File: src/rtl/id_operand_read_if.sv
// id_operand_read_if: decode-stage bus bundle.
// master = fetch / write-back / redirect side; slave = the operand-read block.
//
// Handshake: IF_valid qualifies IF_IR and IF_PC_plus_4 in the cycle it is
// high. Stall=1 means the block refuses the offered instruction this cycle,
// and upstream must present the same IF_IR/IF_PC_plus_4 again next cycle.
// ID_valid qualifies the ID_* pipeline outputs. WB_RegWrite qualifies
// WB_WriteBackReg/WB_WriteBackData, and a write is always accepted.
// flush has priority over Stall, on this side and upstream.
interface id_operand_read_if;
    logic [31:0] IF_IR;
    logic [31:0] IF_PC_plus_4;
    logic        IF_valid;
    logic        WB_RegWrite;
    logic [4:0]  WB_WriteBackReg;
    logic [31:0] WB_WriteBackData;
    logic        flush;
    logic        Stall;
    logic [31:0] ID_IR;
    logic [31:0] ID_PC_plus_4;
    logic [31:0] ID_RegA;
    logic [31:0] ID_RegB;
    logic        ID_valid;

    modport master (
        output IF_IR, IF_PC_plus_4, IF_valid,
        output WB_RegWrite, WB_WriteBackReg, WB_WriteBackData,
        output flush,
        input  Stall, ID_IR, ID_PC_plus_4, ID_RegA, ID_RegB, ID_valid
    );

    modport slave (
        input  IF_IR, IF_PC_plus_4, IF_valid,
        input  WB_RegWrite, WB_WriteBackReg, WB_WriteBackData,
        input  flush,
        output Stall, ID_IR, ID_PC_plus_4, ID_RegA, ID_RegB, ID_valid
    );
endinterface

File: src/rtl/id_operand_read.sv
// id_operand_read: decode-stage register file read, load-use hazard detection
// and the ID/EX pipeline register.
// The GPR array is written by write-back. Reads bypass a same-cycle WB write.
// Optional macro ID_STALL_COUNT_EN adds a saturating stall_count output.
module id_operand_read #(
    parameter logic [5:0]  LOAD_OPCODE = 6'b100011,
    parameter logic [31:0] SP_INIT     = 32'h0000_07fc
) (
    input  logic               clk,
    input  logic               reset,
    id_operand_read_if.slave   bus
`ifdef ID_STALL_COUNT_EN
    ,
    output logic [31:0]        stall_count
`endif
);

    logic [31:0] gpr [32];
    logic [4:0]  rs;
    logic [4:0]  rt;
    logic [4:0]  loadRt;
    logic [31:0] opA;
    logic [31:0] opB;
    logic        hazard;

    // Register file: $sp starts at SP_INIT. Writes to $0 are dropped.
    always_ff @(posedge clk or negedge reset) begin
        if (!reset) begin
            for (int i = 0; i < 32; i++) begin
                gpr[i] <= (i == 29) ? SP_INIT : 32'h0;
            end
        end else if (bus.WB_RegWrite && (bus.WB_WriteBackReg != 5'd0)) begin
            gpr[bus.WB_WriteBackReg] <= bus.WB_WriteBackData;
        end
    end

    // Operand read with write-through bypass. $0 reads zero even during a WB write to it.
    always_comb begin
        rs  = bus.IF_IR[25:21];
        rt  = bus.IF_IR[20:16];
        opA = 32'h0;
        opB = 32'h0;
        if (rs != 5'd0) begin
            opA = (bus.WB_RegWrite && (bus.WB_WriteBackReg == rs)) ? bus.WB_WriteBackData : gpr[rs];
        end
        if (rt != 5'd0) begin
            opB = (bus.WB_RegWrite && (bus.WB_WriteBackReg == rt)) ? bus.WB_WriteBackData : gpr[rt];
        end
    end

    // Load-use hazard: the load in ID/EX targets a register the incoming instruction
    // may read. Matching on rs/rt alone is deliberately conservative.
    always_comb begin
        loadRt = bus.ID_IR[20:16];
        hazard = reset
              && bus.ID_valid
              && (bus.ID_IR[31:26] == LOAD_OPCODE)
              && (loadRt != 5'd0)
              && bus.IF_valid
              && ((loadRt == rs) || (loadRt == rt));
    end

    assign bus.Stall = hazard;

    // ID/EX register: flush beats stall. Both insert a bubble, and PC+4 holds.
    always_ff @(posedge clk or negedge reset) begin
        if (!reset) begin
            bus.ID_IR        <= 32'h0;
            bus.ID_PC_plus_4 <= 32'h0;
            bus.ID_RegA      <= 32'h0;
            bus.ID_RegB      <= 32'h0;
            bus.ID_valid     <= 1'b0;
        end else if (bus.flush || hazard) begin
            bus.ID_IR        <= 32'h0;
            bus.ID_RegA      <= 32'h0;
            bus.ID_RegB      <= 32'h0;
            bus.ID_valid     <= 1'b0;
        end else begin
            bus.ID_IR        <= bus.IF_IR;
            bus.ID_PC_plus_4 <= bus.IF_PC_plus_4;
            bus.ID_RegA      <= opA;
            bus.ID_RegB      <= opB;
            bus.ID_valid     <= bus.IF_valid;
        end
    end

`ifdef ID_STALL_COUNT_EN
    // Count stall cycles that were not overridden by a flush. The count saturates.
    always_ff @(posedge clk or negedge reset) begin
        if (!reset) begin
            stall_count <= 32'h0;
        end else if (hazard && !bus.flush && (stall_count != 32'hFFFF_FFFF)) begin
            stall_count <= stall_count + 32'd1;
        end
    end
`endif

endmodule

File: src/flat_wrapper.sv
// flat-port wrapper written by rule: the top's interface ports become plain ports
module id_operand_read_flat 
#(
    parameter logic [5:0]  LOAD_OPCODE = 6'b100011,
    parameter logic [31:0] SP_INIT     = 32'h0000_07fc
)
  (clk, reset, bus_IF_IR, bus_IF_PC_plus_4, bus_IF_valid, bus_WB_RegWrite, bus_WB_WriteBackReg, bus_WB_WriteBackData, bus_flush, bus_Stall, bus_ID_IR, bus_ID_PC_plus_4, bus_ID_RegA, bus_ID_RegB, bus_ID_valid);
  id_operand_read_if bus_i ();
  input  logic clk;
  input  logic reset;
  input wire logic [$bits(bus_i.IF_IR)-1:0] bus_IF_IR;
  input wire logic [$bits(bus_i.IF_PC_plus_4)-1:0] bus_IF_PC_plus_4;
  input wire logic [$bits(bus_i.IF_valid)-1:0] bus_IF_valid;
  input wire logic [$bits(bus_i.WB_RegWrite)-1:0] bus_WB_RegWrite;
  input wire logic [$bits(bus_i.WB_WriteBackReg)-1:0] bus_WB_WriteBackReg;
  input wire logic [$bits(bus_i.WB_WriteBackData)-1:0] bus_WB_WriteBackData;
  input wire logic [$bits(bus_i.flush)-1:0] bus_flush;
  output wire logic [$bits(bus_i.Stall)-1:0] bus_Stall;
  output wire logic [$bits(bus_i.ID_IR)-1:0] bus_ID_IR;
  output wire logic [$bits(bus_i.ID_PC_plus_4)-1:0] bus_ID_PC_plus_4;
  output wire logic [$bits(bus_i.ID_RegA)-1:0] bus_ID_RegA;
  output wire logic [$bits(bus_i.ID_RegB)-1:0] bus_ID_RegB;
  output wire logic [$bits(bus_i.ID_valid)-1:0] bus_ID_valid;
  assign bus_i.IF_IR = bus_IF_IR;
  assign bus_i.IF_PC_plus_4 = bus_IF_PC_plus_4;
  assign bus_i.IF_valid = bus_IF_valid;
  assign bus_i.WB_RegWrite = bus_WB_RegWrite;
  assign bus_i.WB_WriteBackReg = bus_WB_WriteBackReg;
  assign bus_i.WB_WriteBackData = bus_WB_WriteBackData;
  assign bus_i.flush = bus_flush;
  assign bus_Stall = bus_i.Stall;
  assign bus_ID_IR = bus_i.ID_IR;
  assign bus_ID_PC_plus_4 = bus_i.ID_PC_plus_4;
  assign bus_ID_RegA = bus_i.ID_RegA;
  assign bus_ID_RegB = bus_i.ID_RegB;
  assign bus_ID_valid = bus_i.ID_valid;
  id_operand_read #(.LOAD_OPCODE(LOAD_OPCODE), .SP_INIT(SP_INIT)) u_core (.clk(clk), .reset(reset), .bus(bus_i));
endmodule
File: config.mk
export PLATFORM = sky130hd
export DESIGN_NAME = id_operand_read_flat
export DESIGN_NICKNAME = d
export VERILOG_FILES = /design/src/rtl/id_operand_read_if.sv /design/src/rtl/id_operand_read.sv /design/src/flat_wrapper.sv
export SDC_FILE = /design/constraint.sdc
export NUM_CORES = 2
export LEC_CHECK = 0
export CAP_MARGIN = 20
export CORE_MARGIN = 10
export CORE_UTILIZATION = 55
export DETAILED_ROUTE_END_ITERATION = 6
export GPL_ROUTABILITY_DRIVEN = 0
export GPL_TIMING_DRIVEN = 0
export PLACE_DENSITY = 0.73
export SLEW_MARGIN = 40
export SYNTH_ARGS = -nofsm -noshare
export SYNTH_HDL_FRONTEND = slang
export SYNTH_SLANG_ARGS = --single-unit
File: constraint.sdc
create_clock -name clk -period 5.2 [get_ports clk]
set_clock_uncertainty 0.15 [all_clocks]
set_input_delay 1.04 -clock clk [delete_from_list [all_inputs] [get_ports clk]]
set_output_delay 1.04 -clock clk [all_outputs]
set_load 0.02 [all_outputs]
* Word-level counts from Yosys, hierarchy flattened
Cells that the tools add are included.
Operators by class: equal/unequal tests 5, order comparisons 4, reduce and logical (&&, ||, !) cells 15, muxes and demuxes 17, bitwise logic cells 3
Operator list (count):
- 1024-bit bitwise mux | 1
- 32-bit two-way mux | 12
- 32-bit binary-select mux with 5-bit select | 2
- 32-bit demux with 5-bit select | 1
- 5-bit equality test | 4
- 5-bit nonzero test | 4
- 6-bit greater-or-equal comparator (second input constant) | 3
- 5-bit NOT with 6-bit output | 3
- 1-bit logical AND | 9
- 6-bit equality test (second input constant) | 1
- 6-bit by 1-bit < comparator with 1-bit output (second input constant) | 1
- 1-bit logical OR | 2
- 1-bit two-way mux | 1
Storage, ports and cells: output and inout bits 130, bits in registers 1153

* Longest topological paths before layout
depth in word-level cells 7, gate-level depth with buffers 10, depth with buffers taken out 5

* Worst setup path before layout
OpenSTA, ideal clock, no wires.
path kind input -> output, start in bus_IF_IR[21], end out bus_Stall, data required time 4010 ps, stages on the path 5, slack 2072 ps, arrival time 1938 ps, cells stage by stage buf_4 -> xor2_1 -> nor3_1 -> a22oi_1 -> nor2_1
Between the ends: longest elaborated chain between the ends 3
Ends and longest elaborated chain:
- from (decl) | line flat_wrapper.sv:11 | input wire logic [$bits(bus_i.IF_IR)-1:0] bus_IF_IR;
- 5-bit equality test | line id_operand_read.sv:60 | && ((loadRt == rs) || (loadRt == rt));
- 1-bit logical OR | line id_operand_read.sv:60
- 1-bit logical AND | line id_operand_read.sv:60
- to (decl) | line flat_wrapper.sv:18 | output wire logic [$bits(bus_i.Stall)-1:0] bus_Stall;
Every way passes these cells.

* Worst setup path after layout
start in reset, end out bus_Stall
Between the ends: longest elaborated chain between the ends 5
Ends and longest elaborated chain:
- from (decl) | line flat_wrapper.sv:10 | input logic reset;
- 1-bit logical AND | line id_operand_read.sv:56 | && bus.ID_valid
- 1-bit logical AND | line id_operand_read.sv:57 | && (bus.ID_IR[31:26] == LOAD_OPCODE)
- 1-bit logical AND | line id_operand_read.sv:58 | && (loadRt != 5'd0)
- 1-bit logical AND | line id_operand_read.sv:59 | && bus.IF_valid
- 1-bit logical AND | line id_operand_read.sv:60
Every way passes these cells.

==> summary.md <==
| Metric | Value |
|---|---|
| Final period util | 92.1% |
| Relative slew slack | 34.1% |
| Die span in x | 349 um |
| CP Data Required Time | 4.01 ns |
| Nets | 4562 |
| Placed Area | 64100 um2 |
| Die ar. | 122000 um2 |
| Number of synthesized flops with an enable pin | 0 |
| Hold_buf cts | 0 |
| Die height | 349 um |
| Critical register-to-register path startpoint | u_core.bus.ID_IR[19] |
| Post-synthesis register bit count | 1153 |
| Pwr per Cell Area | 390 nW/um2 |
| Vias in the first global route | 42638 |
| Pins over their slew limit | 0 |
| RSZ-0062 raised after global routing | false |
| Min-Delay Path Class | primary input to async pin |
| CP startpoint | reset |
| Sequential-to-total area share from yosys stat | 48.4% |
| Final hold violations | 0 |
| Primary FF master, synth | dfrtp_1 |
| Hold WS | 0.0212 ns |
| Vias/cell | 6.93 |
| Initial antenna violation count | 9 |
| Number of fill cells | 7954 |
| Pin count of the biggest net entering global routing | 112 |
| WP data arrival | 3.60 ns |
| Peak VDD IR | 299 uV |
| Final Critical Period | 4.79 ns |
| P&R area growth vs syn | 14.9% |
| Worst-margin pin slew | 0.981 ns |
| Core ar. | 107000 um2 |
| Row Count | 120 |
| Starting Density | 55.5% |
| Async set or reset register ratio after synthesis | 100% |
| # port buffers | 226 |
| Mapped cell area | 59600 um2 |
| Top cell type's share of synthesized area | 48.0% |
| TritonRoute pass-1 iters | 6 |
| Avg Cell Area, Syn | 14.6 um2 |
| Number of distinct library cells after synthesis | 49 |
| Fmax | 209 MHz |
| Register area | 28900 um2 |
| Commonest non-fill, non-tap cell in the layout | dfrtp_1 |
| Area leader, netlist | dfrtp_1 |
| Clock latency on the worst-skew pair | 0.77 ns |
| Remaining antenna violation count after routing | 0 |
| Total negative slack | 0 ns |
| Final setup violation count | 0 |
| YS warnings | 0 |
| First-pass GRT wire length | 294000 um |
| Crit Path Max Fanout | 91 |
| WL/cell | 34.3 um |
| Clock-pin slew of the registers on the worst-case setup and hold paths | 0.06 ns |
| CTS tree | done |
| Start-to-end type of the worst setup path | primary input to output port |
| Total leakage power | 30.0 nW |
| Area occupied by multi-input gates | 28400 um2 |
| Post-route design area | 68500 um2 |
| Iter 0 DRT Violations | 4979 |
| Crit end category | output port |
| Setup Fix Bufs, Post-CTS | 0 |
| Mapped Nets | 4188 |
| Post-DP HPWL | 140000 um |
| # IOs | 236 |
| Cts bufs inserted | 131 |
| Max-cap violation count | 0 |
| Cell count after synthesis | 4082 |
| GRT Resource Usage Total | 33.3% |
| Worst-case clock buffer depth | 3 |
| Post-CTS resize count | 0 |
| Synth top area cells | dfrtp_1 48%, mux2_2 21%, mux4_2 14% |
| Routed wire length | 205000 um |
| Clk sinks | 1153 |
| # DRC | 0 |
| Most frequent cells in the layout | 1144 x dfrtp_1, 1115 x mux2_2, 380 x mux4_2 |
| Share of layout cells above drive strength 1 | 45.1% |
| Status | completed |
| Vias | 41322 |
| Root buffer cell | clkbuf_16 |
| H-tree Lvls | 4 |
| Total congestion overflow | 0 |
| Startpoint types | primary input |
-- cell usage after synthesis, types with 4 or more instances --
library cell / instances
a21oi_1: 4
a221o_1: 62
a22oi_1: 63
and2_1: 33
and3_1: 5
buf_1: 28
buf_2: 142
buf_4: 64
buf_6: 23
clkbuf_1: 196
dfrtp_1: 1144
dfstp_2: 9
mux2_1: 16
mux2_2: 1115
mux2_4: 17
mux2i_1: 265
mux4_2: 380
nand2_1: 25
nand2b_1: 8
nand3_1: 4
nand3b_1: 4
nor2_1: 85
nor2_2: 4
nor2b_1: 7
nor3_1: 114
nor3_2: 15
nor3b_1: 4
o21ai_1: 64
o22ai_1: 125
o32ai_1: 4
or2_2: 5
or3_1: 4
xor2_1: 18
-- power breakdown --
group / switching (mW) / leakage, nW / total, mW / internal (mW)
logic: 2.44 / 13.1 / 5.46 / 3.02
registers: 1.14 / 14.8 / 11.7 / 10.6
clock network: 3.93 / 2.17 / 9.55 / 5.62
-- registers in the layout, indices dropped and copies added (netlist names) --
name,flops
u_core.bus.ID_RegA,32
u_core.bus.ID_valid,1
u_core.bus.ID_PC_plus_4,32
u_core.bus.ID_RegB,32
u_core.gpr,1024
u_core.bus.ID_IR,32
-- metrics by stage --
stage	total power [mW]	worst slack (ns)	util [%]	std cells
finish	26.7	0.411	63.8	5965
global route	27.6	0.264	63.8	5962
CTS	26.6	0.366	63.8	5962
detailed placement	17.2	0.375	59.7	5726
global placement	17.0	-49.99	59.3	5711
floorplan	15.3	2.07	-	4082
-- path summary, 6_finish.rpt --
check | to | cells past startpoint | slack, ns
setup / recovery | bus_Stall | 7 | 0.41
hold / removal | u_core.bus.ID_IR[10] | 1 | 0.02
setup reg to reg | u_core.bus.ID_RegB[18] | 5 | 1.82
hold reg to reg | u_core.gpr[995] | 1 | 0.32
max in group asynchronous | u_core.bus.ID_RegB[16] | 5 | 2.74
min in group clk | u_core.gpr[995] | 1 | 0.32
-- layout make-up --
type | instances | area share, %
timing repair buffer | 241 | 3.85
sequential | 1153 | 42.1
tap | 1403 | 2.56
inverter | 1 | 0.00548
clock inverter | 55 | 0.889
buffer | 456 | 3.48
clock buffer | 181 | 5.58
multi-input combinational | 2472 | 41.5
antenna | 3 | 0.0110
-- per-layer routing --
metal,vias to the layer above,wire (um),GRT usage (%)
li1,16316,-,-
met1,21657,76100,41.7
met2,2621,90100,49.0
met3,716,24000,12.0
met4,12,14200,20.3
met5,-,253,1.32
-- worst max-delay path, stage by stage --
cell and delay, ns:
buf_16 0.27, buf_16 0.41, nand2_1 0.11, nor4_1 0.53, o211ai_2 0.34, nor2_1 0.18, clkdlybuf4s50_1 0.65
-- kinds of logic (layout without fill, tap and decap cells) --
logic type                after synthesis  after routing  share of synthesized area [%]
and+or+nand+nor                       327            327                           2.87
DFF                                  1153           1153                           48.4
AOI/OAI and AO/OA                     332            332                           3.91
other                                   0              3                              0
buffers and inverters                 457            934                           3.92
xor gates and xnor gates               20             20                          0.294
muxes                                1793           1793                           40.6
Note: power is estimated with default switching activity, not from simulation.
